==> config.mk <==
export PLATFORM = sky130hd
export DESIGN_NAME = axi_scan_wrapper
export DESIGN_NICKNAME = d
export VERILOG_FILES = /design/src/rtl/axi_scan_wrapper_pkg.sv /design/src/rtl/scan_capture_fifo.sv /design/src/rtl/axi_scan_wrapper.sv
export SDC_FILE = /design/constraint.sdc
export NUM_CORES = 2
export LEC_CHECK = 0
export BUFFER_PORTS_ARGS = -buffer_cell sky130_fd_sc_hd__buf_4
export CAP_MARGIN = 0
export CELL_PAD_IN_SITES_DETAIL_PLACEMENT = 1
export CELL_PAD_IN_SITES_GLOBAL_PLACEMENT = 2
export CORE_MARGIN = 8
export CORE_UTILIZATION = 40
export CTS_CLUSTER_SIZE = 24
export DETAILED_ROUTE_END_ITERATION = 10
export PLACE_DENSITY_LB_ADDON = 0.1
export REMOVE_ABC_BUFFERS = 1
export SLEW_MARGIN = 20
export SYNTH_ARGS = -nofsm -noshare
export SYNTH_HDL_FRONTEND = slang
export SYNTH_SLANG_ARGS = --single-unit
==> constraint.sdc <==
create_clock -name clk -period 5.8 [get_ports clk]
set_input_delay 0.58 -clock clk [delete_from_list [all_inputs] [get_ports clk]]
set_output_delay 0.58 -clock clk [all_outputs]
set_load 0.05 [all_outputs]
==> src/rtl/axi_scan_wrapper_pkg.sv <==
// Shared types and constants for the AXI scan wrapper: FSM states, opcodes,
// register word addresses and STATUS field positions.
package axi_scan_wrapper_pkg;

   typedef enum logic [3:0] {
      ST_IDLE     = 4'd0,
      ST_DUT_REQ  = 4'd1,
      ST_DUT_WAIT = 4'd2,
      ST_DUT_ACK  = 4'd3,
      ST_DFT_REQ  = 4'd4,
      ST_DFT_WAIT = 4'd5,
      ST_DFT_ACK  = 4'd6,
      ST_RST_HOLD = 4'd7
   } state_e;

   localparam logic [31:0] OP_NOP       = 32'd0;
   localparam logic [31:0] OP_DUT_RUN   = 32'd1;
   localparam logic [31:0] OP_DFT_SCAN  = 32'd2;
   localparam logic [31:0] OP_DUT_RESET = 32'd3;
   localparam logic [31:0] OP_CLEAR     = 32'd4;

   localparam logic [31:0] ADDR_STATUS   = 32'h00;
   localparam logic [31:0] ADDR_OPCODE   = 32'h01;
   localparam logic [31:0] ADDR_CONFIG   = 32'h02;
   localparam logic [31:0] ADDR_TIMEOUT  = 32'h03;
   localparam logic [31:0] ADDR_FIFO     = 32'h04;
   localparam logic [31:0] ADDR_IN_BASE  = 32'h10;
   localparam logic [31:0] ADDR_OUT_BASE = 32'h40;

   localparam int STS_BUSY    = 4;
   localparam int STS_TIMEOUT = 5;
   localparam int STS_OVF     = 6;
   localparam int STS_BUSYERR = 7;
   localparam int STS_CNT_LSB = 8;

endpackage

==> src/rtl/scan_capture_fifo.sv <==
// Per-chain one-word pending registers feeding a synchronous capture FIFO;
// the lowest-index pending word is pushed each cycle the FIFO has room.
module scan_capture_fifo
   import axi_scan_wrapper_pkg::*;
#(
   parameter int P_SC_NBR     = 16,
   parameter int P_FIFO_DEPTH = 32
) (
   input  logic                    clk,
   input  logic                    reset,
   input  logic                    clear_i,
   input  logic [P_SC_NBR-1:0]     mask_i,
   input  logic [P_SC_NBR-1:0]     strobe_i,
   input  logic [32*P_SC_NBR-1:0]  data_i,
   input  logic                    pop_i,
   output logic [31:0]             head_o,
   output logic                    empty_o,
   output logic [7:0]              count_o,
   output logic                    ovf_o
);

   localparam int AW = $clog2(P_FIFO_DEPTH);
   localparam int CW = AW + 1;

   logic [P_SC_NBR-1:0] pend_vld_q, pend_vld_d;
   logic [31:0]         pend_data_q [P_SC_NBR];
   logic [31:0]         mem_q [P_FIFO_DEPTH];
   logic [AW-1:0]       wr_ptr_q, rd_ptr_q;
   logic [CW-1:0]       cnt_q;
   logic [P_SC_NBR-1:0] sel_oh, stb, free, accept, pushed;
   logic [31:0]         sel_data;
   logic                full, push, pop;

   always_comb begin
      sel_oh   = '0;
      sel_data = '0;
      for (int i = P_SC_NBR - 1; i >= 0; i--) begin
         if (pend_vld_q[i]) begin
            sel_oh    = '0;
            sel_oh[i] = 1'b1;
            sel_data  = pend_data_q[i];
         end
      end
   end

   assign full   = (cnt_q == CW'(P_FIFO_DEPTH));
   assign push   = (|pend_vld_q) && !full && !clear_i;
   assign pop    = pop_i && (cnt_q != '0) && !clear_i;
   assign pushed = push ? sel_oh : '0;
   // A slot emptied by this cycle's push may be refilled in the same cycle.
   assign stb    = strobe_i & mask_i & {P_SC_NBR{~clear_i}};
   assign free   = ~pend_vld_q | pushed;
   assign accept = stb & free;
   assign ovf_o  = |(stb & ~free);
   assign pend_vld_d = (pend_vld_q & ~pushed) | accept;

   always_ff @(posedge clk) begin
      if (reset || clear_i) begin
         pend_vld_q <= '0;
         wr_ptr_q   <= '0;
         rd_ptr_q   <= '0;
         cnt_q      <= '0;
      end else begin
         pend_vld_q <= pend_vld_d;
         if (push) wr_ptr_q <= wr_ptr_q + 1'b1;
         if (pop)  rd_ptr_q <= rd_ptr_q + 1'b1;
         case ({push, pop})
            2'b10:   cnt_q <= cnt_q + 1'b1;
            2'b01:   cnt_q <= cnt_q - 1'b1;
            default: cnt_q <= cnt_q;
         endcase
      end
   end

   always_ff @(posedge clk) begin
      for (int i = 0; i < P_SC_NBR; i++) begin
         if (accept[i]) pend_data_q[i] <= data_i[32*i +: 32];
      end
      if (push) mem_q[wr_ptr_q] <= sel_data;
   end

   assign head_o  = mem_q[rd_ptr_q];
   assign empty_o = (cnt_q == '0);
   assign count_o = 8'(cnt_q);

endmodule

==> src/rtl/axi_scan_wrapper.sv <==
// Register-mapped test wrapper: register file, operation FSM with watchdog,
// and scan capture into a FIFO drained through FIFO_DATA reads.
module axi_scan_wrapper
   import axi_scan_wrapper_pkg::*;
#(
   parameter int P_SC_NBR     = 16,
   parameter int P_DUT_IN_W   = 256,
   parameter int P_DUT_OUT_W  = 256,
   parameter int P_FIFO_DEPTH = 32
) (
   input  logic                    clk,
   input  logic                    reset,
   input  logic                    axi_wr_en,
   input  logic [31:0]             axi_wr_addr,
   input  logic [31:0]             axi_wr_msg,
   input  logic                    axi_rd_en,
   input  logic [31:0]             axi_rd_addr,
   output logic [31:0]             axi_rd_msg,
   output logic [P_DUT_IN_W-1:0]   dut_input_vec,
   input  logic [P_DUT_OUT_W-1:0]  dut_output_vec,
   output logic                    dut_val_op,
   input  logic                    dut_op_ack,
   input  logic                    dut_op_commit,
   output logic                    dut_commit_ack,
   output logic                    dut_sen,
   output logic                    dut_rst,
   input  logic [32*P_SC_NBR-1:0]  dft_output_data,
   output logic [P_SC_NBR-1:0]     dft_val_op,
   input  logic [P_SC_NBR-1:0]     dft_op_ack,
   input  logic [P_SC_NBR-1:0]     dft_op_commit,
   input  logic [P_SC_NBR-1:0]     dft_output_strobe,
   output logic [P_SC_NBR-1:0]     dft_commit_ack
);

   localparam int NIN  = P_DUT_IN_W / 32;
   localparam int NOUT = P_DUT_OUT_W / 32;

   state_e                 state_q;
   logic [P_DUT_IN_W-1:0]  in_vec_q;
   logic [P_DUT_OUT_W-1:0] out_vec_q;
   logic [23:0]            cfg_q;
   logic [15:0]            tmo_q, wd_cnt_q;
   logic [7:0]             rst_cnt_q;
   logic [31:0]            rd_msg_q, rd_data, status;
   logic                   timeout_q, ovf_q, busyerr_q;
   logic                   dut_val_op_q, dut_commit_ack_q, dut_sen_q, dut_rst_q;
   logic [P_SC_NBR-1:0]    dft_val_op_q, dft_commit_ack_q, mask_q, done_q, done_d;
   logic [P_SC_NBR-1:0]    cfg_mask, dft_req_left;
   logic                   busy, op_wr, clear, wd_fire, fifo_pop;
   logic [31:0]            fifo_head;
   logic                   fifo_empty, fifo_ovf;
   logic [7:0]             fifo_cnt;

   assign busy     = (state_q != ST_IDLE);
   assign op_wr    = axi_wr_en && (axi_wr_addr == ADDR_OPCODE);
   assign clear    = op_wr && !busy && (axi_wr_msg == OP_CLEAR);
   assign fifo_pop = axi_rd_en && (axi_rd_addr == ADDR_FIFO);
   assign cfg_mask = cfg_q[P_SC_NBR-1:0];
   assign done_d   = done_q | (dft_op_commit & mask_q);
   assign dft_req_left = dft_val_op_q & ~dft_op_ack;
   assign wd_fire  = busy && (state_q != ST_RST_HOLD) && (tmo_q != '0) &&
                     ((wd_cnt_q + 16'd1) == tmo_q);

   scan_capture_fifo #(
      .P_SC_NBR     (P_SC_NBR),
      .P_FIFO_DEPTH (P_FIFO_DEPTH)
   ) u_capture (
      .clk      (clk),
      .reset    (reset),
      .clear_i  (clear),
      .mask_i   (cfg_mask),
      .strobe_i (dft_output_strobe),
      .data_i   (dft_output_data),
      .pop_i    (fifo_pop),
      .head_o   (fifo_head),
      .empty_o  (fifo_empty),
      .count_o  (fifo_cnt),
      .ovf_o    (fifo_ovf)
   );

   always_comb begin
      status                     = '0;
      status[3:0]                = state_q;
      status[STS_BUSY]           = busy;
      status[STS_TIMEOUT]        = timeout_q;
      status[STS_OVF]            = ovf_q;
      status[STS_BUSYERR]        = busyerr_q;
      status[STS_CNT_LSB +: 8]   = fifo_cnt;
   end

   always_comb begin
      rd_data = '0;
      if (axi_rd_addr == ADDR_STATUS)       rd_data = status;
      else if (axi_rd_addr == ADDR_CONFIG)  rd_data = {8'd0, cfg_q};
      else if (axi_rd_addr == ADDR_TIMEOUT) rd_data = {16'd0, tmo_q};
      else if (axi_rd_addr == ADDR_FIFO)    rd_data = fifo_empty ? 32'd0 : fifo_head;
      for (int k = 0; k < NIN; k++) begin
         if (axi_rd_addr == ADDR_IN_BASE + 32'(k)) rd_data = in_vec_q[32*k +: 32];
      end
      for (int k = 0; k < NOUT; k++) begin
         if (axi_rd_addr == ADDR_OUT_BASE + 32'(k)) rd_data = out_vec_q[32*k +: 32];
      end
   end

   always_ff @(posedge clk) begin
      if (reset) begin
         cfg_q    <= '0;
         tmo_q    <= '0;
         in_vec_q <= '0;
         rd_msg_q <= '0;
      end else begin
         if (axi_wr_en) begin
            if (axi_wr_addr == ADDR_CONFIG)  cfg_q <= axi_wr_msg[23:0];
            if (axi_wr_addr == ADDR_TIMEOUT) tmo_q <= axi_wr_msg[15:0];
            for (int k = 0; k < NIN; k++) begin
               if (axi_wr_addr == ADDR_IN_BASE + 32'(k)) in_vec_q[32*k +: 32] <= axi_wr_msg;
            end
         end
         if (axi_rd_en) rd_msg_q <= rd_data;
      end
   end

   always_ff @(posedge clk) begin
      if (reset) begin
         state_q          <= ST_IDLE;
         out_vec_q        <= '0;
         timeout_q        <= 1'b0;
         ovf_q            <= 1'b0;
         busyerr_q        <= 1'b0;
         dut_val_op_q     <= 1'b0;
         dut_commit_ack_q <= 1'b0;
         dut_sen_q        <= 1'b0;
         dut_rst_q        <= 1'b0;
         dft_val_op_q     <= '0;
         dft_commit_ack_q <= '0;
         mask_q           <= '0;
         done_q           <= '0;
         rst_cnt_q        <= '0;
         wd_cnt_q         <= '0;
      end else begin
         if (clear) begin
            timeout_q <= 1'b0;
            ovf_q     <= 1'b0;
            busyerr_q <= 1'b0;
         end else begin
            if (fifo_ovf)      ovf_q     <= 1'b1;
            if (op_wr && busy) busyerr_q <= 1'b1;
         end
         if (busy && state_q != ST_RST_HOLD) wd_cnt_q <= wd_cnt_q + 16'd1;

         // Watchdog abort drops every handshake and skips the commit ack.
         if (wd_fire) begin
            timeout_q        <= 1'b1;
            state_q          <= ST_IDLE;
            dut_val_op_q     <= 1'b0;
            dut_commit_ack_q <= 1'b0;
            dut_sen_q        <= 1'b0;
            dft_val_op_q     <= '0;
            dft_commit_ack_q <= '0;
         end else begin
            case (state_q)
               ST_IDLE: begin
                  wd_cnt_q <= '0;
                  done_q   <= '0;
                  if (op_wr) begin
                     case (axi_wr_msg)
                        OP_DUT_RUN: begin
                           state_q      <= ST_DUT_REQ;
                           dut_val_op_q <= 1'b1;
                        end
                        OP_DFT_SCAN: begin
                           if (cfg_mask != '0) begin
                              state_q      <= ST_DFT_REQ;
                              mask_q       <= cfg_mask;
                              dft_val_op_q <= cfg_mask;
                              dut_sen_q    <= 1'b1;
                           end
                        end
                        OP_DUT_RESET: begin
                           state_q   <= ST_RST_HOLD;
                           dut_rst_q <= 1'b1;
                           rst_cnt_q <= cfg_q[23:16];
                        end
                        default: ;
                     endcase
                  end
               end
               ST_DUT_REQ: begin
                  if (dut_op_ack) begin
                     dut_val_op_q <= 1'b0;
                     if (dut_op_commit) begin
                        out_vec_q        <= dut_output_vec;
                        dut_commit_ack_q <= 1'b1;
                        state_q          <= ST_DUT_ACK;
                     end else begin
                        state_q <= ST_DUT_WAIT;
                     end
                  end
               end
               ST_DUT_WAIT: begin
                  if (dut_op_commit) begin
                     out_vec_q        <= dut_output_vec;
                     dut_commit_ack_q <= 1'b1;
                     state_q          <= ST_DUT_ACK;
                  end
               end
               ST_DUT_ACK: begin
                  dut_commit_ack_q <= 1'b0;
                  state_q          <= ST_IDLE;
               end
               ST_DFT_REQ: begin
                  dft_val_op_q <= dft_req_left;
                  done_q       <= done_d;
                  if (dft_req_left == '0) state_q <= ST_DFT_WAIT;
               end
               ST_DFT_WAIT: begin
                  done_q <= done_d;
                  if (done_d == mask_q) begin
                     dft_commit_ack_q <= mask_q;
                     state_q          <= ST_DFT_ACK;
                  end
               end
               ST_DFT_ACK: begin
                  dft_commit_ack_q <= '0;
                  dut_sen_q        <= 1'b0;
                  state_q          <= ST_IDLE;
               end
               ST_RST_HOLD: begin
                  if (rst_cnt_q == '0) begin
                     dut_rst_q <= 1'b0;
                     state_q   <= ST_IDLE;
                  end else begin
                     rst_cnt_q <= rst_cnt_q - 8'd1;
                  end
               end
               default: state_q <= ST_IDLE;
            endcase
         end
      end
   end

   assign axi_rd_msg     = rd_msg_q;
   assign dut_input_vec  = in_vec_q;
   assign dut_val_op     = dut_val_op_q;
   assign dut_commit_ack = dut_commit_ack_q;
   assign dut_sen        = dut_sen_q;
   assign dut_rst        = dut_rst_q;
   assign dft_val_op     = dft_val_op_q;
   assign dft_commit_ack = dft_commit_ack_q;

endmodule

==> impl_metrics.json <==
{
  "relSlewSlack": 0.2167,
  "grt-ovfl-total": 0,
  "r2r_cells": 10,
  "layout_setup_ws_ns": 1.095,
  "post-route-period-util": 0.8112,
  "critical_path_class": "input pin to flip-flop",
  "first_pass_iters": 8,
  "hold_start": "dft_op_ack[11]",
  "syn-cell-area_um2": 90220,
  "num_rows": 174,
  "ys.flop_type": "edfxtp_1",
  "stdcell_count": 11940,
  "dpl_worst_slack_ns": 0.8133,
  "p_int_mw": 26.13,
  "synth_warnings": 0,
  "clock_sinks": 2255,
  "slowest_delay_ns": 0.78,
  "grt_max_degree": 157,
  "clock_latency_ns": 0.93,
  "htreeDepth": 4,
  "worstHoldPathType": "input pin to flip-flop",
  "reg2reg_setup_slack_ns": 1.25,
  "worstPathMaxFanout": 20,
  "ys_async_sr_fraction": 0,
  "core_um2": 224500,
  "start_kind": "input pin",
  "die_y_um": 490.9,
  "layout-drive-gt1-share": 0.2593,
  "p_switching_mw": 7.403,
  "combinationalPowerShare": 0.041,
  "routed_wl_um": 425900,
  "vias": 70590,
  "cts_resized": 0,
  "fmax_mhz": 212.6,
  "antenna_found_initial": 128,
  "endpoint": "u_capture.mem_q[31][23]",
  "leakagePower_nw": 43.66,
  "grt_first_pass_wirelength_um": 580600,
  "grt_pass1_vias": 72460,
  "ctsLongestPathBuffers": 3,
  "rsz0062_at_grt": "no",
  "swShare": 0.2208,
  "path_common_cell": "buf_4",
  "power_density_nw_per_um2": 279.7,
  "final-hold-violation-count": 0,
  "syn_inst": 6619,
  "crit_family": "simple AND/OR/NAND/NOR gates",
  "root_buffer": "clkbuf_16",
  "synth-seq-cells": 2255,
  "seq_power_share": 0.507,
  "final_nets": 9586,
  "finalMaxSlewViolations": 0,
  "finalSetupViolations": 0,
  "placedCellCount": 10610,
  "post_drt_wl_per_cell_um": 35.67,
  "critPathBufInv": 4,
  "end_kind": "flip-flop",
  "arrival_ns": 5.25,
  "cts_tree": "built",
  "cts_buffers": 238,
  "hpwl_um": 295700,
  "remaining_drc_errors": 0,
  "grt_util_all_layers": 0.3354,
  "syn_area_per_cell_um2": 13.63,
  "port_buffers": 1241,
  "cp.required_ns": 6.34,
  "ys_seq_area_frac": 0.6708,
  "fin_crit_ns": 4.705,
  "path_depth": 11,
  "viasPerCell": 5.912,
  "place_congestion": 0.9280,
  "vdd_drop_max_mv": 0.3513,
  "die-area_um2": 241000,
  "clkPwrFrac": 0.452,
  "antenna_left": 0,
  "ys_types": 73,
  "die_w_um": 490.9,
  "r2r-start": "state_q[0]",
  "area_growth_pct": 32.89,
  "cts_setup_buffers": 0,
  "utilization": 0.5341,
  "clk_pin_slew_ns": 0.06,
  "synth_edf_count": 1536,
  "status": "finished, final reports clean",
  "skew_ns": 0.08765,
  "io-pin-count": 1242,
  "worstMarginPinSlew_ns": 1.175,
  "floorplan.initialDensity": 0.4019,
  "crit_path_start": "axi_wr_msg[31]",
  "critPathSlowestCell": "nor2_1",
  "r2r_end": "u_capture.mem_q[31][23]",
  "drtIter0Drc": 7239,
  "maxCapViolations": 0,
  "crit_chain": "dlygate4sd3_1, buf_4, nor4_1, nand4_1, nor3_1, buf_4, and2_1, nor2_1, nand2_1, nor2_4, buf_4"
}
-- registers in the layout, summed over array words and instances (netlist names), 8 cells and up, named ones only --
register / flops
rst_cnt_q: 8
done_q: 16
dft_commit_ack: 16
cfg_q: 24
u_capture.mem_q: 1024
dft_val_op: 16
tmo_q: 16
wd_cnt_q: 16
axi_rd_msg: 32
out_vec_q: 256
dut_input_vec: 256
mask_q: 16
u_capture.pend_vld_q: 16
u_capture.pend_data_q: 512
-- through the flow --
step / TNS, ns / total power [mW] / hold slack [ns] / area, um2
finish: 0 / 33.53 / 0.05443 / 119900
global route: 0 / 34.27 / 0.01248 / 119800
CTS: 0 / 33.58 / 0.0002522 / 119600
detailed placement: 0 / 18.16 / 0.4531 / 104000
global placement: 0 / 18.15 / 0.4468 / 103900
floorplan: -2150.24 / 17.41 / 0.4298 / 88160
-- per-layer routing --
metal	wire length, um	GRT usage	up-vias	part of all wire
met5	290	0	-	0.00068
met4	24330	0.1549	44	0.057
met3	32580	0.07503	935	0.076
met2	209300	0.5743	3542	0.49
met1	159400	0.4042	36640	0.37
li1	-	-	29430	-
-- Yosys cell counts, types with 12 or more instances --
cell	n	area share
a32oi_1	18	0.0017
or3_1	16	0.0011
edfxtp_1	1536	0.51
nor4_1	52	0.0036
inv_1	118	0.0049
a211oi_1	15	0.0012
nand3b_1	22	0.0018
xor2_1	18	0.0017
a21oi_1	590	0.033
nand3_1	39	0.0022
buf_2	36	0.0020
ha_1	13	0.0018
nor3_1	86	0.0048
o22ai_1	67	0.0046
nor3b_1	26	0.0022
a222oi_1	37	0.0041
o211ai_1	38	0.0032
buf_1	30	0.0012
nor2b_1	105	0.0073
o31ai_1	34	0.0028
o21ai_0	140	0.0078
a22o_1	23	0.0022
mux4_2	316	0.079
a22oi_1	90	0.0075
a221oi_1	96	0.0093
dfxtp_1	719	0.16
o41ai_1	30	0.0029
a221o_1	49	0.0054
nand2_1	822	0.034
mux2i_1	292	0.032
clkbuf_1	382	0.016
nand2b_1	20	0.0014
buf_6	27	0.0034
or4_1	22	0.0018
a2111oi_0	12	0.0012
and3_1	18	0.0012
o221ai_1	25	0.0024
nand4_1	46	0.0032
o2111ai_1	18	0.0017
xnor2_1	33	0.0032
nor2_1	436	0.018
-- cell type report --
type	count	area (um2)
timing repair buffer	2273	19230
clock buffer	303	6430
sequential	2255	60550
fill	22250	104600
inverter	119	446.7
antenna	101	252.7
clock inverter	131	1221
tap	2992	3744
multi-input combinational	3767	28020
-- timing repair --
item,in CTS,in global routing
hold buffers,799,0
endpoints found under the hold margin,871,0
setup endpoints to repair,0,0
-- power groups by stage --
stage	clock network (mW)	registers (mW)	logic (mW)
6_report	15.1	17.0	1.37
5_1_grt	15.9	17.0	1.39
3_3_place_gp	0	17.4	0.787
4_1_cts	15.2	17.0	1.32
2_1_floorplan	0	17.4	0.0475
3_5_place_dp	0	17.4	0.795
-- kinds of logic (layout without fill, tap and decap cells) --
| logic type | after synthesis | count (layout) | share of synthesized area |
|---|---|---|---|
| compound gates | 1344 | 1344 | 0.09668 |
| simple gates | 1747 | 1747 | 0.08615 |
| flops | 2255 | 2255 | 0.6708 |
| other cells | 0 | 101 | 0 |
| fa+ha+maj | 14 | 14 | 0.002025 |
| buf+inv | 597 | 2826 | 0.02771 |
| xor+xnor | 51 | 51 | 0.004951 |
| mux | 611 | 611 | 0.1117 |
-- tightest hold or removal path: stages --
cell     delay, ns
buf_4         0.09
nor3_1        0.04
o21ai_1       0.11
a21oi_1       0.06
-- worst min path at each step --
stage | to | slack, ns | cells past startpoint
detailed placement | axi_rd_msg[27] | 0.45 | 2
finish | dft_val_op[11] | 0.05 | 4
global route | out_vec_q[241] | 0.01 | 3
floorplan | timeout_q | 0.43 | 2
CTS | dut_input_vec[70] | 0.0003 | 3
global placement | axi_rd_msg[25] | 0.45 | 2
-- cell usage in the layout (no fill, tap or decap), types with 38 or more instances in the layout --
cell type and count:
edfxtp_1 1536, buf_4 1459, nand2_1 820, dlygate4sd3_1 799, dfxtp_1 701, a21oi_1 581
nor2_1 400, mux4_2 316, mux2i_1 292, clkbuf_16 238, o21ai_0 140, inv_1 118
diode_2 101, nor2b_1 101, a221oi_1 96, a22oi_1 90, nor3_1 72, o22ai_1 67
clkinv_2 54, a221o_1 49, nand4_1 46, clkinv_1 44, clkbuf_1 42, nor4_1 40
nand3_1 39, o211ai_1 38
No activity file was read; power rests on OpenSTA's default activity.
